$ cat config.mk
export PLATFORM = sky130hd
export DESIGN_NAME = seq_ctrl
export DESIGN_NICKNAME = d
export VERILOG_FILES = /design/src/rtl/seq_ctrl_pkg.sv /design/src/rtl/seq_ctrl.sv
export SDC_FILE = /design/constraint.sdc
export NUM_CORES = 1
export LEC_CHECK = 0
export CORE_ASPECT_RATIO = 1.75
export CORE_UTILIZATION = 45
export DETAILED_ROUTE_END_ITERATION = 8
export GPL_ROUTABILITY_DRIVEN = 0
export HOLD_SLACK_MARGIN = 0.06
export PLACE_DENSITY_LB_ADDON = 0.1
export SKIP_CTS_REPAIR_TIMING = 1
export SLEW_MARGIN = 10
export SYNTH_ARGS = -nofsm -noshare
export SYNTH_HDL_FRONTEND = slang
export SYNTH_SLANG_ARGS = --single-unit
export TNS_END_PERCENT = 50
$ cat constraint.sdc
create_clock -name clk -period 1.9 [get_ports clk]
set_input_delay 0.19 -clock clk [delete_from_list [all_inputs] [get_ports clk]]
set_output_delay 0.19 -clock clk [all_outputs]
set_load 0.05 [all_outputs]
$ cat src/rtl/seq_ctrl_pkg.sv
// Shared types and opcode constants for the accumulator CPU sequencer.
// The instruction word is {op[5:0], field[AW-1:0]}.
package seq_ctrl_pkg;

    typedef enum logic [2:0] {
        ST_IDLE   = 3'd0,
        ST_FETCH  = 3'd1,
        ST_DECODE = 3'd2,
        ST_OPER   = 3'd3,
        ST_EXEC   = 3'd4,
        ST_STORE  = 3'd5,
        ST_HALT   = 3'd6
    } state_t;

    localparam logic [5:0] OP_STORE = 6'b101000;
    localparam logic [5:0] OP_NOP   = 6'b101001;
    localparam logic [5:0] OP_JMPA  = 6'b101100;
    localparam logic [5:0] OP_JMP   = 6'b110000;
    localparam logic [5:0] OP_BZ    = 6'b110001;
    localparam logic [5:0] OP_BN    = 6'b110010;
    localparam logic [5:0] OP_HALT  = 6'b111111;

    // ALU class is every opcode with op[5] clear
    localparam logic [5:0] ALU_CLASS_MASK = 6'b100000;

    function automatic logic op_is_alu(input logic [5:0] op);
        return (op & ALU_CLASS_MASK) == 6'b000000;
    endfunction

    function automatic logic op_is_legal(input logic [5:0] op);
        return op_is_alu(op) || op == OP_STORE || op == OP_NOP || op == OP_JMPA ||
               op == OP_JMP || op == OP_BZ || op == OP_BN || op == OP_HALT;
    endfunction

    // State entered after DECODE; undefined opcodes behave like NOP
    function automatic state_t decode_dest(input logic [5:0] op);
        state_t nxt;
        nxt = ST_FETCH;
        if (op_is_alu(op))
            nxt = ST_OPER;
        else if (op == OP_STORE)
            nxt = ST_STORE;
        else if (op == OP_JMPA || op == OP_JMP || op == OP_BZ || op == OP_BN)
            nxt = ST_EXEC;
        else if (op == OP_HALT)
            nxt = ST_HALT;
        return nxt;
    endfunction

endpackage

$ cat src/rtl/seq_ctrl.sv
// Multi-cycle fetch/decode/operand/execute sequencer holding IR and PC.
// Memory request lines are registered and held until mem_ack; di_we/acc_we are decoded from state.
module seq_ctrl
    import seq_ctrl_pkg::*;
#(
    parameter int DW = 16,
    parameter int AW = 10
) (
    input  logic          clk,
    input  logic          rst,
    input  logic          run,
    output logic          mem_req,
    output logic          mem_we,
    output logic [AW-1:0] mem_addr,
    input  logic          mem_ack,
    input  logic [DW-1:0] mem_rdata,
    output logic [5:0]    op,
    output logic [AW-1:0] field,
    input  logic          acc_update,
    input  logic          br_taken,
    input  logic [DW-1:0] alu_y,
    output logic          di_we,
    output logic          acc_we,
    output logic [AW-1:0] pc,
    output logic          halted,
    output logic          illegal
);

    localparam logic [AW-1:0] PC_INC = AW'(1);

    state_t        state_q, state_d;
    logic [DW-1:0] ir_q, ir_d;
    logic [AW-1:0] pc_q, pc_d;
    logic [AW-1:0] mem_addr_q, mem_addr_d;
    logic          mem_req_q, mem_req_d;
    logic          mem_we_q, mem_we_d;
    logic          halted_q, halted_d;
    logic          illegal_q, illegal_d;
    logic          xfer;
    logic          req_state;
    logic          unused_alu_hi;

    assign xfer          = mem_req_q && mem_ack;
    assign op            = ir_q[DW-1:AW];
    assign field         = ir_q[AW-1:0];
    assign unused_alu_hi = ^alu_y[DW-1:AW];

    always_comb begin
        state_d   = state_q;
        ir_d      = ir_q;
        pc_d      = pc_q;
        illegal_d = illegal_q;
        case (state_q)
            ST_IDLE:   if (run) state_d = ST_FETCH;
            ST_FETCH: begin
                if (xfer) begin
                    ir_d    = mem_rdata;
                    pc_d    = pc_q + PC_INC;
                    state_d = ST_DECODE;
                end
            end
            ST_DECODE: begin
                state_d = decode_dest(op);
                if (!op_is_legal(op)) illegal_d = 1'b1;
            end
            ST_OPER:   if (xfer) state_d = ST_EXEC;
            ST_EXEC: begin
                if (br_taken) pc_d = alu_y[AW-1:0];
                state_d = ST_FETCH;
            end
            ST_STORE:  if (xfer) state_d = ST_FETCH;
            ST_HALT:   state_d = ST_HALT;
            default:   state_d = ST_IDLE;
        endcase
    end

    // Request rises one cycle after entering a bus state and drops right after the handshake
    always_comb begin
        req_state  = (state_q == ST_FETCH) || (state_q == ST_OPER) || (state_q == ST_STORE);
        mem_req_d  = req_state && !xfer;
        mem_we_d   = mem_we_q;
        mem_addr_d = mem_addr_q;
        if (!mem_req_d) begin
            mem_we_d = 1'b0;
        end else if (!mem_req_q) begin
            mem_we_d   = (state_q == ST_STORE);
            mem_addr_d = (state_q == ST_FETCH) ? pc_q : field;
        end
        halted_d = halted_q || (state_d == ST_HALT);
    end

    always_ff @(posedge clk or posedge rst) begin
        if (rst) begin
            state_q    <= ST_IDLE;
            ir_q       <= '0;
            pc_q       <= '0;
            mem_addr_q <= '0;
            mem_req_q  <= 1'b0;
            mem_we_q   <= 1'b0;
            halted_q   <= 1'b0;
            illegal_q  <= 1'b0;
        end else begin
            state_q    <= state_d;
            ir_q       <= ir_d;
            pc_q       <= pc_d;
            mem_addr_q <= mem_addr_d;
            mem_req_q  <= mem_req_d;
            mem_we_q   <= mem_we_d;
            halted_q   <= halted_d;
            illegal_q  <= illegal_d;
        end
    end

    assign mem_req  = mem_req_q;
    assign mem_we   = mem_we_q;
    assign mem_addr = mem_addr_q;
    assign pc       = pc_q;
    assign halted   = halted_q;
    assign illegal  = illegal_q;
    assign di_we    = (state_q == ST_OPER) && xfer;
    assign acc_we   = (state_q == ST_EXEC) && acc_update;

endmodule
Word level (Yosys, flattened, before mapping)
Cells that the tools add are included.

Register bits after elaboration: 43. Word-level logic and storage cells: 68.

Bitwise logic cells: 2. Add/sub/neg operators: 1. Mux-type cells: 15. Equal/unequal tests: 17. Reductions and logical operators: 25.

Operators with widths (number): $eq A6 B6 Y1 const B (7); $mux W10 (3); $mux W3 (8); $pmux W3 S7 (1); $pmux W10 S2 (1); $logic_or A1 B1 Y1 (13); $eq A3 B3 Y1 const B (4); $add A10 B1 Y10 const B (1); $eq A3 B2 Y1 const B (2); $logic_not A6 Y1 (1); $ne A2 B2 Y1 const B (3); $reduce_and A2 Y1 (3); $logic_and A1 B1 Y1 (4); $eq A3 B1 Y1 const B (1); $logic_not A3 Y1 (1); $reduce_and A3 Y1 (1); $mux W1 (2); $not A1 Y1 (2); $reduce_bool A2 Y1 (1); $logic_not A1 Y1 (1).

Longest topological paths before layout
Gate-level depths: netlist (run 1).

Word-level depth: 10. Depth in mapped cells: 7. Mapped depth without buffers: 5.

Least setup slack after synthesis (run 1)
Ideal clock, no wire load.

Path kind: reg-to-reg. From: reg mem_req_q (netlist: mem_req). To: reg ir_q[10]. Stages on the path, launching flop included: 6. Clock period less this slack: 1.764 ns. Path slack: 0.136 ns. Required time: 1.775 ns. Arrival time: 1.639 ns. Path buffers: 2. Cell sequence: dfrtp_1 and2_1 and2_1 buf_6 buf_8 mux2_4.

Cells in the longest elaborated chain, start to end: 2.

RTL lines: start, declared (line seq_ctrl.sv:35) `logic mem_req_q, mem_req_d;`; start signal, assigned (line seq_ctrl.sv:107) `mem_req_q <= mem_req_d;`; $logic_and A1 B1 Y1 (line seq_ctrl.sv:43) `assign xfer = mem_req_q && mem_ack;`; $reduce_and A2 Y1 (no line); end signal, assigned (line seq_ctrl.sv:104) `ir_q <= ir_d;`; end, declared (line seq_ctrl.sv:32) `logic [DW-1:0] ir_q, ir_d;`.

No other way between the ends. A chain may end at the register's enable or synchronous reset.

Worst setup path after layout (run 1)
From: reg pc_q[0] (netlist: pc[0]). To: out pc[0].

RTL lines: start, declared (line seq_ctrl.sv:33) `logic [AW-1:0] pc_q, pc_d;`; start signal, assigned (line seq_ctrl.sv:105) `pc_q <= pc_d;`; end, declared (line seq_ctrl.sv:24) `output logic [AW-1:0] pc,`.

No word-level cell between the ends.

==> metrics.txt, run 1 <==
outcome=complete, no violations; Synth cell types=46; DR vias/cell=5.39; grt ovf=0; clk root buf=clkbuf_8; Final setup viols=0; # DRC=0; clock skew=0.00176 ns; Buf/Inv on CP=1; Port Buf Inserts=between 70 and 80; max-cap violations=0; CTS sink count=43; clk_lat worst skew=0.29 ns; dominant synthesized flop cell=dfrtp_1; Total GRT Usage=21.3%; Clock transition at path regs=about 0.080 ns; cell family with most CP delay=buffers and inverters; worst setup path category=reg2out; Die Area=5320 um2; vias in the first global route=~1800; hold crit path type=in2async; ANT cells=0; Synth-to-Final Area Change=40.7%; Die H=95.8 um; placed wire-length estimate=3980 um; Synth Net Count=243; # nets final=326; power per cell area=1960 nW/um2; Final Hold Viols=0; Max Freq=544 MHz; DRT iter0 DRCs=55; crit path time final=~1.8 ns; P_leak=1.36 nW; Initial Util=between 40% and 50%; RSZ-0062 raised after global routing=no; area share of the largest cell type after synthesis=47.6%; final wirelength=5300 um; Die Span X=~56 um; Required @ worst endpoint=1.71 ns; measured slew at the worst slew-check pin=0.517 ns; Post-DRT Antenna Nets=0; commonest cells in the netlist=43 x dfrtp_1, 21 x nand2_1, 17 x a21oi_1, 16 x o21ai_0, 11 x mux2i_1; Final Max Tran Viols=0; most frequent cell after synthesis=dfrtp_1; Worst slew margin=between 60% and 70%; H-tree levels=2; post-synthesis sequential area ratio=47.6%; cell area after synthesis=around 2300 um2; synthesized area per cell=about 11 um2; IO Pins=80; share of layout cells above drive strength 1=16.7%; setup TNS=0 ns; period utilization=96.8%; slowest library cell on the worst path=clkdlybuf4s50_1; TritonRoute pass-1 iters=4; cell taking the most area after synthesis=dfrtp_1; worst-path maximum fanout=7; Fin Hold WS=0.175 ns; asr flop ratio synth=100%; CP endpoint kind=output port; dpl cells=332; largest net degree at the start of global routing=30; CTS tree=yes; Non-Filler Instances=339; Site Rows=33; Yosys warning count=0; Synth area leaders=dfrtp_1 48%, mux2_4 6.0%, mux2i_1 4.9%, a21oi_1 3.8%, o21ai_0 3.5%; Seq cells post-synth=43; Synth Instances=about 200; Crit path arrival time=1.65 ns; CTS Buf Count=5; detailed-route via count=roughly 1800; Routed WL per cell=15.6 um; Max Root-Sink Buffers=2; Startpoint Class=flip-flop; Max VDD drop=1.29 mV; crit path cell chain=clkdlybuf4s50_1; core area=4750 um2; crit-path max cell delay=0.86 ns; initial antenna violation count=0; first-pass GRT wire length=8670 um; number of flops mapped to enable cells by yosys=0
## per-layer routing
layer	up-vias	routed length, um	share of wire (%)	global-route usage [%]
met5	-	0	0	0
met4	0	98	1.8	8.33
met3	8	181	3.4	3.63
met2	49	2950	56	41.7
met1	867	2070	39	22.5
li1	904	-	-	-
## placed cells by master (no fill, tap or decap), types with 3 or more instances in the layout
cell,count
buf_12,3
nand3_1,7
nand2_1,21
nor2_1,4
dfrtp_1,43
nor2b_1,3
and2_1,4
clkbuf_8,6
clkdlybuf4s50_1,71
nand2b_1,4
mux2i_1,11
buf_4,14
nor3_1,4
mux2_4,9
a21oi_1,17
o22ai_1,3
o21ai_0,16
mux2_2,7
o2bb2ai_1,3
## cell families (layout without fill, tap and decap cells)
kind of cell	count (synthesis)	in the layout	synth area share (%)
xor+xnor	1	1	0.387
simple gates	58	58	14.5
compound gates	59	59	17.3
fa+ha+maj	1	1	0.553
mux	27	27	14.3
buf+inv	15	98	5.31
flops	43	43	47.6
## sequential cells by signal, summed over array words and instances, names as in the netlist
name      flops
halted        1
illegal       1
pc           10
ir_q         16
mem_we        1
mem_req       1
mem_addr     10
state_q       3
## report_power, final
group	internal (W)	switching [W]	leakage [nW]
clock network	0.000285	0.000302	0.0470
registers	0.00133	0.000414	0.522
logic	0.00158	0.00234	0.789
total	0.00319	0.00305	1.36
## final timing paths
kind / depth (start not counted) / slack, ns / start / end
setup / recovery: 1 / 0.06 / pc[0] / pc[0]
hold / removal: 2 / 0.18 / rst / ir_q[11]
setup reg to reg: 5 / 0.24 / state_q[0] / ir_q[0]
hold reg to reg: 2 / 0.48 / mem_addr[4] / mem_addr[4]
max in group asynchronous: 3 / 1.26 / rst / pc[6]
min in group clk: 3 / 0.46 / alu_y[1] / pc[1]
## final cells by class
cell class | count | area (um2)
Timing Repair Buffer | 88 | 876
Fill cell | 414 | 1570
Clock inverter | 1 | 5.00
Tap cell | 52 | 65.1
Sequential cell | 43 | 1080
Inverter | 3 | 11.3
Multi-Input combinational cell | 146 | 1060
Clock buffer | 6 | 82.6
## metrics by stage
| step | utilization [%] | cell area (um2) | worst slack, ns | total power, W |
|---|---|---|---|---|
| 6_report | 67.0 | 3180 | 0.0604 | 0.00625 |
| 5_1_grt | 67.0 | 3180 | 0.0147 | 0.00660 |
| 4_1_cts | 67.0 | 3180 | 0.0569 | 0.00629 |
| 3_5_place_dp | 65.1 | 3090 | 0.176 | 0.00569 |
| 3_3_place_gp | 65.1 | 3090 | 0.187 | 0.00564 |
| 2_1_floorplan | - | 2260 | 0.136 | 0.00449 |
(Power assumes the default switching activity.)
==> run 2: changes to the inputs <==
--- a/config.mk
+++ b/config.mk
@@ -10,6 +10,7 @@
 export DETAILED_ROUTE_END_ITERATION = 8
 export GPL_ROUTABILITY_DRIVEN = 0
 export HOLD_SLACK_MARGIN = 0.06
+export MAX_ROUTING_LAYER = met4
 export PLACE_DENSITY_LB_ADDON = 0.1
 export SKIP_CTS_REPAIR_TIMING = 1
 export SLEW_MARGIN = 10
==> run 2 against run 1 <==
Sequential power about the same. Sequential share of layout area unchanged. Final area unchanged. Total power about the same. Sequential cell count unchanged. Highest routed layer unchanged. Clock-buffer cell count unchanged. Final cell count unchanged.
==> metrics.txt, run 2 (synthesis results as in run 1) <==
worst setup path category=reg2out; Placement Cell Area=3090 um2 (unchanged); max-cap violations=0 (unchanged); Max Root-Sink Buffers=2 (unchanged); cell area after layout=3180 um2 (unchanged); CP endpoint kind=output port; Sw Ratio=48.9% (about the same); clock skew=0.00288 ns (+0.00112 ns); RSZ-0062 raised after global routing=no; crit-path max cell delay=0.86 ns (about the same); Port Buf Inserts=73 (unchanged); first-pass GRT wire length=8670 um (about the same); Site Rows=33 (unchanged); Required @ worst endpoint=1.71 ns (about the same); DRT iter0 DRCs=46 (-16%); period utilization=96.7% (-0.10 points); slowest library cell on the worst path=clkdlybuf4s50_1; Die Span X=55.6 um (unchanged); CTS tree=yes; Post-DRT Antenna Nets=0 (unchanged); power per cell area=1960 nW/um2 (about the same); Power Internal=0.00319 W (about the same); share of layout cells above drive strength 1=16.7% (unchanged); # nets final=326 (unchanged); Clock transition at path regs=0.08 ns (about the same); outcome=complete, no violations; CTS sink count=43 (unchanged); Die Area=5320 um2 (unchanged); Synth-to-Final Area Change=40.7% (unchanged); Die H=95.8 um (unchanged); DR vias/cell=5.39 (-0.11%); crit path time final=1.84 ns (-0.00191 ns); grt ovf=0 (unchanged); Clk pwr share=9.4% (about the same); worst-path maximum fanout=7 (unchanged); power share of the sequential group=27.9% (about the same); largest net degree at the start of global routing=30 (unchanged); CTS Buf Count=5 (unchanged); Largest Register=ir_q; Initial Util=47.6% (unchanged); Max Freq=544 MHz (+0.10%); most common library cell in the layout ignoring fill and taps=clkdlybuf4s50_1; measured slew at the worst slew-check pin=0.516 ns (-0.00146 ns); ANT cells=0 (unchanged); H-tree levels=2 (unchanged); Total GRT Usage=22.0% (+0.65 points); clk root buf=clkbuf_8; Switching Power=0.00305 W (about the same); Largest register FFs=16 (unchanged); IO Pins=80 (unchanged); TritonRoute pass-1 iters=4 (unchanged); Final setup viols=0 (unchanged); Final Max Tran Viols=0 (unchanged); P_leak=1.36 nW (unchanged); setup TNS=0 ns (unchanged); Routed WL per cell=15.6 um (-0.34%); Buf/Inv on CP=1 (unchanged); vias in the first global route=1784 (-0.39%); Startpoint Class=flip-flop; Worst slew margin=65.5% (+0.098 points); core area=4750 um2 (unchanged); hold crit path type=in2async; placed wire-length estimate=3980 um (unchanged); crit path cell chain=clkdlybuf4s50_1; Crit path arrival time=1.65 ns (about the same); initial antenna violation count=0 (unchanged); clk_lat worst skew=0.29 ns (about the same); detailed-route via count=1826 (-0.11%); Combinational Power Share=62.7% (about the same); most frequent cells in the layout=71 x clkdlybuf4s50_1, 43 x dfrtp_1, 21 x nand2_1; Max VDD drop=1.29 mV (about the same); Final Hold Viols=0 (unchanged); final wirelength=5280 um (-0.34%); # DRC=0 (unchanged); cell family with most CP delay=buffers and inverters
run 2: cell counts in the layout (fill, tap and decap cells not counted):
No cell type changed its count.
run 2: power groups by stage:
stage | combinational, W | sequential, W | clock (W)
finish | 0.00392 | 0.00174 | 0.000587
detailed placement | 0.00393 | 0.00176 | 0
global placement | 0.00389 | 0.00175 | 0
CTS | 0.00394 | 0.00175 | 0.000607
floorplan | 0.00152 | 0.00297 | 0
global route | 0.00415 | 0.00182 | 0.000640
run 2: layout make-up:
type                    count  area (um2)
fillers                   414        1570
flip-flops and latches     43        1080
multi-input cells         146        1060
repair buffers             88         876
clock buffers               6        82.6
well taps                  52        65.1
inverters                   3        11.3
clock inverters             1        5.00
run 2: routing by layer:
metal  vias to the layer above  track usage, %  wire [um]
li1                        904               -          -
met1                       868            22.6       2090
met2                        46            41.7       2930
met3                         8            3.49        170
met4                         0            8.33         93
met5                         -               -          0
run 2: worst paths after layout:
path	from	endpoint	slack, ns	depth (start not counted)
worst max-delay path	pc[0]	pc[0]	0.06	1
worst min-delay path	rst	ir_q[11]	0.18	2
worst min register to register	mem_addr[3]	mem_addr[3]	0.48	2
min in group clk	alu_y[1]	pc[1]	0.46	3
worst max register to register	state_q[0]	ir_q[0]	0.24	5
max in group asynchronous	rst	ir_q[0]	1.26	3
run 2: through the flow:
step / instances / utilization [%] / setup WS (ns) / hold slack [ns] / total power (W)
after CTS: 339 / 67.0 / 0.0569 / 0.184 / 0.00629
final: 339 / 67.0 / 0.0623 / 0.175 / 0.00625
after global placement: 332 / 65.1 / 0.187 / 0.460 / 0.00564
after global routing: 339 / 67.0 / 0.0147 / 0.224 / 0.00660
after floorplan: 204 / - / 0.136 / 0.338 / 0.00449
after detailed placement: 332 / 65.1 / 0.176 / 0.455 / 0.00569
==> run 3: changes to the inputs <==
--- a/config.mk
+++ b/config.mk
@@ -5,8 +5,11 @@
 export SDC_FILE = /design/constraint.sdc
 export NUM_CORES = 1
 export LEC_CHECK = 0
+export CAP_MARGIN = 10
+export CELL_PAD_IN_SITES_DETAIL_PLACEMENT = 0
+export CELL_PAD_IN_SITES_GLOBAL_PLACEMENT = 2
 export CORE_ASPECT_RATIO = 1.75
-export CORE_UTILIZATION = 45
+export CORE_UTILIZATION = 27
 export DETAILED_ROUTE_END_ITERATION = 8
 export GPL_ROUTABILITY_DRIVEN = 0
 export HOLD_SLACK_MARGIN = 0.06
==> run 3 against run 2 <==
The run now ends with DRC left. Via count increased by 2.4%. Total power increased by 6.4%. Utilization decreased by 26 points. Final cell count increased by 12%. Register-to-register slack about the same. Highest routed layer unchanged.
==> metrics.txt, run 3 (synthesis results as in run 1) <==
outcome=complete, but fails checks; failing checks=DRC; clock skew=0.00706 ns (+0.00417 ns); R2R Path End=ir_q[1]; Die Area=8760 um2 (+65%); reg2reg setup slack=0.23 ns (about the same); M3 GR Usage=2.93% (-0.56 points); crit-path max cell delay=0.86 ns (about the same); CTS Buf Count=5 (unchanged); DR vias/cell=4.95 (-8.2%); grt peak-use layer=met2; share of layout cells above drive strength 1=18.8% (+2.0 points); Crit path arrival time=1.63 ns (-0.02 ns); Worst slew margin=63.8% (-1.7 points); Max Root-Sink Buffers=2 (unchanged); CTS sink count=43 (unchanged); final wirelength=6590 um (+25%); clk root buf=clkbuf_16; vias in the first global route=1901 (+6.6%); max-cap violations=0 (unchanged); # fillers=790 (+91%); dpl cells=370 (+11%); clk_lat worst skew=0.29 ns (about the same); Non-Filler Instances=378 (+12%); CP endpoint kind=output port; TritonRoute pass-1 iters=8 (+4); met2 usage=30.5% (-11 points); DRT iter0 DRCs=102 (+120%); worst setup path category=reg2out; # nets final=326 (unchanged); IO Pins=80 (unchanged); crit path time final=1.82 ns (-0.0169 ns); RSZ-0062 raised after global routing=no; GR Util met1=17.2% (-5.4 points); most frequent cells in the layout=66 x clkdlybuf4s50_1, 43 x dfrtp_1, 21 x nand2_1; R2R Path Start=state_q[2]; crit path cell chain=clkdlybuf4s50_1; P_leak=1.39 nW (+2.5%); measured slew at the worst slew-check pin=0.541 ns (+0.0252 ns); grt ovf=0 (unchanged); slowest library cell on the worst path=clkdlybuf4s50_1; Port Buf Inserts=73 (unchanged); Final setup viols=0 (unchanged); Clock transition at path regs=0.06 ns (-0.02 ns); Site Rows=43 (+30%); H-tree levels=2 (unchanged); Post-DRT Antenna Nets=0 (unchanged); power per cell area=2020 nW/um2 (+2.7%); detailed-route via count=1870 (+2.4%); Die Span X=71.2 um (+28%); Max Freq=549 MHz (+0.93%); Worst Reg-to-Reg Cells=4 (-1); Largest register FFs=16 (unchanged); Die H=123 um (+28%); Routed WL per cell=17.4 um (+12%); CTS tree=yes; Synth-to-Final Area Change=45.8%; core area=8020 um2 (+69%); hold crit path type=in2async; Final Max Tran Viols=0 (unchanged); worst-path maximum fanout=6 (-1); setup TNS=0 ns (unchanged); initial antenna violation count=0 (unchanged); ANT cells=0 (unchanged); Startpoint Class=flip-flop; Max VDD drop=1.15 mV (-10%); Final Hold Viols=0 (unchanged); most common library cell in the layout ignoring fill and taps=clkdlybuf4s50_1; first-pass GRT wire length=10400 um (+20%); # DRC=5 (+5); Largest Register=ir_q; cell family with most CP delay=buffers and inverters; period utilization=95.8% (-0.89 points); placed wire-length estimate=4860 um (+22%); Total GRT Usage=16.5% (-5.4 points); Buf/Inv on CP=1 (unchanged); Initial Util=28.2% (-19 points); largest net degree at the start of global routing=44 (+47%); Required @ worst endpoint=1.71 ns (about the same)
## run 3: cell types whose count changed in the layout (fill, tap and decap cells not counted)
| cell | change |
|---|---|
| buf_12 | +1 |
| buf_4 | +4 |
| clkbuf_16 | +5 |
| clkbuf_8 | -5 |
| clkdlybuf4s50_1 | -5 |
| clkinv_2 | -1 |
| clkinv_4 | +1 |
| clkinvlp_4 | +1 |
## run 3: metrics by stage
stage	hold slack, ns	setup WS [ns]	power [W]	utilization (%)	cell area [um2]
after global routing	0.271	0.0233	0.00703	41.1	3300
after floorplan	0.338	0.136	0.00449	-	2260
after CTS	0.263	0.0633	0.00674	41.1	3300
final	0.244	0.0792	0.00665	41.1	3300
after global placement	0.462	0.146	0.00579	39.2	3140
after detailed placement	0.463	0.122	0.00580	39.2	3140
## run 3: worst max path at each step
stage	slack, ns	startpoint	to	cells past startpoint
floorplan	0.14	mem_req	ir_q[10]	5
global placement	0.15	mem_ack	ir_q[13]	5
detailed placement	0.12	mem_ack	ir_q[1]	5
CTS	0.06	pc[1]	pc[1]	1
global route	0.02	state_q[2]	acc_we	4
finish	0.08	pc[1]	pc[1]	1
## run 3: power by group
part / switching (W) / internal (W)
clock network: 0.000382 / 0.000526
logic: 0.00238 / 0.00157
registers: 0.000460 / 0.00133
total: 0.00322 / 0.00342
## run 3: cell type report
class / instances / area, um2 / share of cell area [%]
clock buffers: 6 / 139 / 4.21
clock inverters: 2 / 16.3 / 0.494
inverters: 3 / 11.3 / 0.342
multi-input cells: 146 / 1060 / 32.3
flip-flops and latches: 43 / 1080 / 32.6
well taps: 90 / 113 / 3.42
repair buffers: 88 / 876 / 26.6
## run 3: metal layers
metal | vias to the layer above | wire length (um)
li1 | 912 | -
met1 | 902 | 2500
met2 | 47 | 3740
met3 | 9 | 214
met4 | 0 | 139
met5 | - | 0
